===== config.mk =====
export PLATFORM = sky130hd
export DESIGN_NAME = new_usb_tx_unpacker
export DESIGN_NICKNAME = d
export VERILOG_FILES = /design/src/rtl/new_usb_pkg.sv /design/src/rtl/new_usb_crc16.sv /design/src/rtl/new_usb_tx_unpacker.sv
export SDC_FILE = /design/constraint.sdc
export NUM_CORES = 1
export LEC_CHECK = 0
export ABC_AREA = 0
export BUFFER_PORTS_ARGS = -buffer_cell sky130_fd_sc_hd__buf_4
export CAP_MARGIN = 25
export CORE_ASPECT_RATIO = 1.25
export CORE_MARGIN = 5
export CORE_UTILIZATION = 45
export CTS_BUF_LIST = sky130_fd_sc_hd__clkbuf_8
export CTS_CLUSTER_DIAMETER = 40
export DETAILED_ROUTE_END_ITERATION = 7
export HOLD_SLACK_MARGIN = 0.15
export PLACE_DENSITY = 0.7
export SLEW_MARGIN = 10
export SYNTH_ARGS = -nofsm -noshare
export SYNTH_HDL_FRONTEND = slang
export SYNTH_SLANG_ARGS = --single-unit

===== constraint.sdc =====
create_clock -name clk_i -period 6.2 [get_ports clk_i]
set_input_delay 0.93 -clock clk_i [delete_from_list [all_inputs] [get_ports clk_i]]
set_output_delay 0.93 -clock clk_i [all_outputs]
set_load 0.1 [all_outputs]

===== src/rtl/new_usb_pkg.sv =====
// Shared constants and types for the USB transmit unpacker.
package new_usb_pkg;

    localparam logic [15:0] CrcPoly     = 16'hA001;
    localparam logic [15:0] CrcInit     = 16'hFFFF;
    localparam logic [15:0] CrcResidual = 16'hB001;

    typedef enum logic [1:0] {
        IDLE,
        DATA,
        CRC_LO,
        CRC_HI
    } tx_state_e;

endpackage


===== src/rtl/new_usb_crc16.sv =====
// CRC-16/USB single-byte update, reflected polynomial, LSB first.
module new_usb_crc16
    import new_usb_pkg::*;
(
    input  logic [15:0] crc_i,
    input  logic [7:0]  data_i,
    output logic [15:0] crc_c
);

    always_comb begin
        crc_c = crc_i ^ {8'h00, data_i};
        for (int i = 0; i < 8; i++) begin
            crc_c = crc_c[0] ? ((crc_c >> 1) ^ CrcPoly) : (crc_c >> 1);
        end
    end

endmodule


===== src/rtl/new_usb_tx_unpacker.sv =====
// Splits DMA FIFO words into a byte stream for the USB packet transmitter
// and appends the inverted CRC-16 of the payload, low byte first.
module new_usb_tx_unpacker
    import new_usb_pkg::*;
#(
    parameter int unsigned DataWidth  = 32,
    parameter int unsigned TFLenWidth = 8
) (
    input  logic                  clk_i,
    input  logic                  rst_ni,
    input  logic [TFLenWidth-1:0] num_bytes_i,
    input  logic                  job_valid_i,
    output logic                  job_ready_o,
    input  logic [DataWidth-1:0]  fifo_data_i,
    input  logic                  fifo_valid_i,
    output logic                  fifo_ready_o,
    output logic [7:0]            byte_o,
    output logic                  byte_valid_o,
    input  logic                  byte_ready_i,
    output logic                  byte_last_o,
    output logic                  busy_o
);

    localparam int unsigned Lanes    = DataWidth / 8;
    localparam int unsigned IdxWidth = (Lanes > 1) ? $clog2(Lanes) : 1;

    tx_state_e             state_q;
    logic [TFLenWidth-1:0] remaining_q;
    logic [DataWidth-1:0]  word_q;
    logic [IdxWidth-1:0]   idx_q;
    logic [IdxWidth-1:0]   idx_inc;
    logic [15:0]           crc_q;
    logic [15:0]           crc_upd;
    logic                  byte_hs;
    logic                  fifo_hs;
    logic                  job_hs;
    logic                  last_lane;
    logic                  last_byte;

    assign byte_hs   = byte_valid_o && byte_ready_i;
    assign fifo_hs   = fifo_valid_i && fifo_ready_o;
    assign job_hs    = job_valid_i && job_ready_o;
    assign idx_inc   = idx_q + IdxWidth'(1);
    assign last_lane = (idx_q == IdxWidth'(Lanes - 1));
    assign last_byte = (remaining_q == TFLenWidth'(1));

    // The byte on the wire is the one folded into the CRC when it is accepted.
    new_usb_crc16 u_crc (
        .crc_i  (crc_q),
        .data_i (byte_o),
        .crc_c  (crc_upd)
    );

    always_ff @(posedge clk_i or negedge rst_ni) begin
        if (!rst_ni) begin
            state_q      <= IDLE;
            remaining_q  <= '0;
            word_q       <= '0;
            idx_q        <= '0;
            crc_q        <= CrcInit;
            job_ready_o  <= 1'b0;
            fifo_ready_o <= 1'b0;
            byte_o       <= '0;
            byte_valid_o <= 1'b0;
            byte_last_o  <= 1'b0;
            busy_o       <= 1'b0;
        end else begin
            case (state_q)
                IDLE: begin
                    job_ready_o <= 1'b1;
                    if (job_hs) begin
                        job_ready_o <= 1'b0;
                        busy_o      <= 1'b1;
                        remaining_q <= num_bytes_i;
                        crc_q       <= CrcInit;
                        idx_q       <= '0;
                        if (num_bytes_i != '0) begin
                            state_q      <= DATA;
                            fifo_ready_o <= 1'b1;
                        end else begin
                            state_q      <= CRC_LO;
                            byte_o       <= ~CrcInit[7:0];
                            byte_valid_o <= 1'b1;
                        end
                    end
                end
                DATA: begin
                    // byte_valid_o doubles as the word-held flag while in DATA.
                    if (fifo_hs) begin
                        word_q       <= fifo_data_i;
                        idx_q        <= '0;
                        fifo_ready_o <= 1'b0;
                        byte_o       <= fifo_data_i[7:0];
                        byte_valid_o <= 1'b1;
                    end else if (byte_hs) begin
                        crc_q       <= crc_upd;
                        remaining_q <= remaining_q - TFLenWidth'(1);
                        idx_q       <= idx_inc;
                        if (last_byte) begin
                            state_q <= CRC_LO;
                            byte_o  <= ~crc_upd[7:0];
                        end else if (last_lane) begin
                            byte_valid_o <= 1'b0;
                            fifo_ready_o <= 1'b1;
                        end else begin
                            byte_o <= 8'(word_q >> {idx_inc, 3'b000});
                        end
                    end
                end
                CRC_LO: begin
                    if (byte_hs) begin
                        state_q     <= CRC_HI;
                        byte_o      <= ~crc_q[15:8];
                        byte_last_o <= 1'b1;
                    end
                end
                CRC_HI: begin
                    if (byte_hs) begin
                        state_q      <= IDLE;
                        byte_o       <= '0;
                        byte_valid_o <= 1'b0;
                        byte_last_o  <= 1'b0;
                        busy_o       <= 1'b0;
                        job_ready_o  <= 1'b1;
                    end
                end
                default: state_q <= IDLE;
            endcase
        end
    end

endmodule


# After elaboration in Yosys (flattened, before gate mapping)
# Index checks and enable logic that the tools add are counted.
[word_totals]
reg_bits = 73
inputBits = 45
output_inout_bits = 13
elab_cells = 119
[op_classes]
add_sub_neg = 2
eq_ne = 17
n_shift = 1
mux = 58
n_bitwise = 11
reduce_logical = 19
[op_table]
columns = ["cell", "count"]
rows = [
  ["$mux 16", 11],
  ["$mux 8", 11],
  ["$pmux 16 s2", 1],
  ["$pmux 8 s4", 1],
  ["$shr 32x5->8", 1],
  ["$not 2->3", 8],
  ["$mux 2", 10],
  ["$reduce_and 6->1", 3],
  ["$mux 1", 16],
  ["$ne 2x2->1 const B", 8],
  ["$not 8->8", 2],
  ["$pmux 8 s2", 1],
  ["$xor 16x8->16", 1],
  ["$ne 3x3->1 const B", 3],
  ["$reduce_and 3->1", 3],
  ["$eq 8x1->1 const B", 1],
  ["$pmux 1 s2", 4],
  ["$pmux 2 s4", 1],
  ["$reduce_bool 8->1", 1],
  ["$sub 8x1->8 const B", 1],
  ["$reduce_and 7->1", 1],
  ["$eq 2x2->1 const B", 3],
  ["$reduce_bool 2->1", 3],
  ["$ne 4x4->1 const B", 1],
  ["other kinds (9)", 12],
]

# Depth between registers and ports, before layout
[depth]
depth_word = 22
ltp_mapped = 8
ltp_nobuf = 8

# By module
# A second synthesis with hierarchy kept.
[hier_totals]
hier_cells = 400
hier_area_um2 = 4154.0
[by_module_without_submodules]
columns = ["mod", "instances", "cells_per_inst", "area_each_um2", "seq_area_each_um2"]
rows = [
  ["new_usb_tx_unpacker", 1, 372, 3860.0, 1846.8],
  ["new_usb_crc16", 1, 28, 294.0, 0.0],
]

# Least setup slack after synthesis
# OpenSTA, ideal clock, no wires.
[synth_timing]
path_kind = "input to register"
from = "in num_bytes_i[2]"
to = "reg byte_valid_o"
setup_time_ps = 126
arrival_time_ps = 2453
t_required_ps = 6074
path_slack_ps = 3621
stages = 5
path_buffers = 0
cell_sequence = "or4_1 nor2_1 nor2b_1 a2111oi_1 mux2_4"
[synth_between]
elab_chain_len = 3
[synth_rtl]
columns = ["element", "line_no", "rtl"]
rows = [
  ["from (decl)", "new_usb_tx_unpacker.sv:11", "input logic [TFLenWidth-1:0] num_bytes_i,"],
  ["$reduce_bool 8->1", "new_usb_tx_unpacker.sv:77", "if (num_bytes_i != '0) begin"],
  ["$ne 2x2->1 (no source line)", "n/a", ""],
  ["$reduce_and 7->1 (no source line)", "n/a", ""],
  ["to (signal assigned)", "new_usb_tx_unpacker.sv:83", "byte_valid_o <= 1'b1;"],
  ["to (signal assigned)", "new_usb_tx_unpacker.sv:94", "byte_valid_o <= 1'b1;"],
  ["to (signal assigned)", "new_usb_tx_unpacker.sv:103", "byte_valid_o <= 1'b0;"],
  ["to (decl)", "new_usb_tx_unpacker.sv:18", "output logic byte_valid_o,"],
]
# No other way between the ends.
# A chain may end at the register's enable or synchronous reset.

# Worst setup path in the final report
[layout_timing]
from = "reg state_q[1]"
to = "reg crc_q[14]"
[layout_between]
elab_chain_len = 3
elab_cells_between_ends = 8
classes_between = "eq/ne (4); mux (1); reduce/logical (3)"
[layout_rtl]
columns = ["element", "line_no", "rtl"]
rows = [
  ["from (decl)", "new_usb_tx_unpacker.sv:27", "tx_state_e state_q;"],
  ["from (signal assigned)", "new_usb_tx_unpacker.sv:56", "state_q <= IDLE;"],
  ["from (signal assigned)", "new_usb_tx_unpacker.sv:78", "state_q <= DATA;"],
  ["from (signal assigned)", "new_usb_tx_unpacker.sv:81", "state_q <= CRC_LO;"],
  ["$eq 2x1->1 / $logic_not 2->1 (equally long branches)", "new_usb_tx_unpacker.sv:68", "case (state_q)"],
  ["$ne 2x2->1 (no source line) / $reduce_bool 2->1 (equally long branches)", "n/a", ""],
  ["$reduce_and 4->1 (no source line)", "n/a", ""],
  ["to (signal assigned)", "new_usb_tx_unpacker.sv:60", "crc_q <= CrcInit;"],
  ["to (signal assigned)", "new_usb_tx_unpacker.sv:75", "crc_q <= CrcInit;"],
  ["to (signal assigned)", "new_usb_tx_unpacker.sv:96", "crc_q <= crc_upd;"],
  ["to (decl)", "new_usb_tx_unpacker.sv:32", "logic [15:0] crc_q;"],
]
# Several ways; a longest one is shown, not always the timed one.

==> results.yml <==
logic_synthesis:
  synth_xor_area_frac: 0.0582
  synth-compound-area-share: 0.143
  synthSimpleGateAreaFrac: 0.197
  yosysWarnings: 0
  syn_nets: 466
  syn_area_per_cell_sq_um: 9.34
  synthArstFlopShare: 1.00
  synth_edf_count: 0
  synth_cell_types: 51
  synth_top_family_by_area: "simple AND/OR/NAND/NOR gates"
  synth_cells: 412
  syn_area_sq_mm: 0.00385
  yosysSeqAreaShare: 0.480
  synth_fa_ha_area_frac: 0.0293
  ys_ff_latch: 73
  muxShareOfSynthArea: 0.0592
  synth_ff_type: "dfrtp_1"
sta:
  finalCritPeriodShare: 0.462
  tns_ns: 0
  maxSlewViolCount: 0
  slew_headroom: 0.497
  rsz0062_at_grt: "false"
  timing.fmax_mhz: 349
  timing.final.hold_violations: 0
  period_minus_slack_ns: 2.86
  setup_viol: 0
  fin_ws_ns: 3.34
  worst_pin_slew_ns: 0.754
  skew_ns: 0.00841
finish:
  final_util: 0.554
  finalNetCount: 520
  layout_commonest_cell: "nand2_1"
  mostFrequentLayoutCells: "nand2_1, buf_4, dfrtp_1, nor2_1, o21ai_0"
  n_fill_cell: 737
  drive_gt1_frac: 0.231
  area_growth_pct: 19.3
  finalNonFillerCells: 568
  num_antenna_cells: 0
routing:
  num_vias: 3103
  dr.pass1.iters: 4
  drt_first_iter_violations: 227
  drtAntennaViolNets: 0
  drt-total-wl_um: 9060
  drc: 0
  viasPerCell: 5.46
  wl_per_cell_um: 15.9
global_routing:
  grt_pass1_wl_um: 15900
  grt_max_degree: 74
  track_usage: 0.189
  gr-total-overflow: 0
  first_global_vias: 3186
  grt_antenna_before_repair: 0
clocking:
  htree_levels: 3
  cts_root_buffer: "clkbuf_8"
  cts_buffers: 9
  clock_latency_ns: 0.36
  cts_tree: "done"
  post-cts-setup-buffer-count: 0
  cts_hold_buf: 0
  clockBufferDepth: 2
  clock-sinks: 73
  clk_pin_slew_ns: 0.08
  cts_resized: 0
floorplan:
  core_area_sq_mm: 0.00829
  die_h_um: 113
  initial_core_util: 0.464
  die_w_um: 92.7
  fp-row-count: 37
  ios: 58
  dieArea_sq_mm: 0.0105
place:
  placed_cells: 551
  dpl_worst_slack_ns: 3.23
  port_buffers: 57
  hpwl_um: 6410
  gp_congestion: 0.852
worst_setup_path:
  cp.required_ns: 6.49
  critical_path_class: "reg -> reg"
  end_kind: "register"
  startpoint_type: "register"
  ff2ff_path_depth: 9
  r2r_end: "crc_q[14]"
  cp_max_fo: 42
  r2r-start: "state_q[1]"
  rrSetupSlack_ns: 3.34
  arrival_ns: 3.16
power:
  p_total_uw: 2890
  p_per_area_mw_per_mm2: 630
  ir_drop_v: 0.000262
  leakage_uw: 0.00214
status:
  status: "complete, no violations"
hold_path:
  min_path_type: "in -> async"
run:
  drv_cap: 0
cells by family (layout without fill, tap and decap cells):
family	Yosys count	after routing
and+or+nand+nor	175	175
AOI/OAI and AO/OA	85	85
DFF	73	73
buffers and inverters	34	93
xor gates and xnor gates	24	24
muxes	12	12
adders and majority gates	9	9
cell usage after synthesis (all sizes together) (2+ instances only):
| library cell | count | area [sq um] |
|---|---|---|
| o21ai | 23 | 119 |
| inv | 15 | 56.3 |
| nand3 | 6 | 30.0 |
| o31ai | 2 | 15.0 |
| clkbuf | 17 | 63.8 |
| nor2 | 23 | 86.3 |
| nor4 | 2 | 12.5 |
| mux2 | 3 | 37.5 |
| a21oi | 17 | 85.1 |
| nor2b | 4 | 25.0 |
| and3 | 4 | 30.0 |
| dfrtp | 57 | 1430 |
| xor2 | 6 | 52.6 |
| a31oi | 12 | 75.1 |
| o22a | 2 | 17.5 |
| a22oi | 3 | 22.5 |
| mux4 | 8 | 180 |
| a22o | 7 | 61.3 |
| ha | 9 | 113 |
| o22ai | 4 | 25.0 |
| nand4 | 6 | 37.5 |
| buf | 2 | 7.51 |
| xnor2 | 17 | 149 |
| o211ai | 3 | 22.5 |
| nor3b | 3 | 22.5 |
| nor3 | 2 | 10.0 |
| dfstp | 16 | 420 |
| nand2 | 118 | 443 |
| or4 | 3 | 26.3 |
state kept, by name, summed over array words and instances (netlist names):
signal / flops
job_ready_o: 1
word_q: 32
idx_q: 2
remaining_q: 8
byte_last_o: 1
byte_o: 8
crc_q: 16
busy_o: 1
state_q: 2
fifo_ready_o: 1
byte_valid_o: 1
report_power, final:
group,total (uW),leakage (uW),internal [uW],switching (uW)
Sequential,883,0.000874,712,171
Combinational,1630,0.00116,619,1010
Clock,383,0.000107,206,177
Total,2890,0.00214,1540,1360
how the worst max path moves through the flow:
| stage | startpoint | to | slack (ns) | depth (start not counted) |
|---|---|---|---|---|
| floorplan | num_bytes_i[2] | byte_valid_o | 3.62 | 5 |
| global placement | fifo_valid_i | crc_q[14] | 3.30 | 7 |
| detailed placement | num_bytes_i[2] | byte_o[4] | 3.23 | 6 |
| CTS | state_q[1] | crc_q[14] | 3.33 | 9 |
| global route | state_q[1] | crc_q[13] | 3.04 | 10 |
| finish | state_q[1] | crc_q[14] | 3.34 | 9 |
per-layer routing:
layer / up-vias / GRT usage / part of all wire
li1: 1535 / - / -
met1: 1483 / 0.255 / 0.44
met2: 70 / 0.300 / 0.50
met3: 15 / 0.0284 / 0.039
met4: 0 / 0.0909 / 0.020
met5: - / 0 / 0
worst max-delay path: stages, from the launching register on:
cell     delay, ns
dfrtp_1       0.42
inv_1         0.11
ha_1          0.19
buf_4         0.27
nand3_1       0.13
buf_4         0.33
and3_1        0.59
buf_4         0.38
nand2_1       0.16
o22a_1        0.22
per-stage QoR:
| stage | instance area, sq um | hold WS [ns] |
|---|---|---|
| global placement | 4360 | 0.453 |
| floorplan | 3850 | 0.440 |
| CTS | 4560 | 0.476 |
| global route | 4590 | 0.400 |
| finish | 4590 | 0.398 |
| detailed placement | 4360 | 0.457 |
layout make-up:
type                    instances  area, sq um  area share
flip-flops and latches         73         1850       0.402
clock buffers                  11          151      0.0330
inverters                      15         56.3      0.0123
well taps                      97          121      0.0264
multi-input cells             305         1870       0.408
clock inverters                 5         55.1      0.0120
repair buffers                 62          485       0.106
Note: power is estimated with default switching activity, not from simulation.
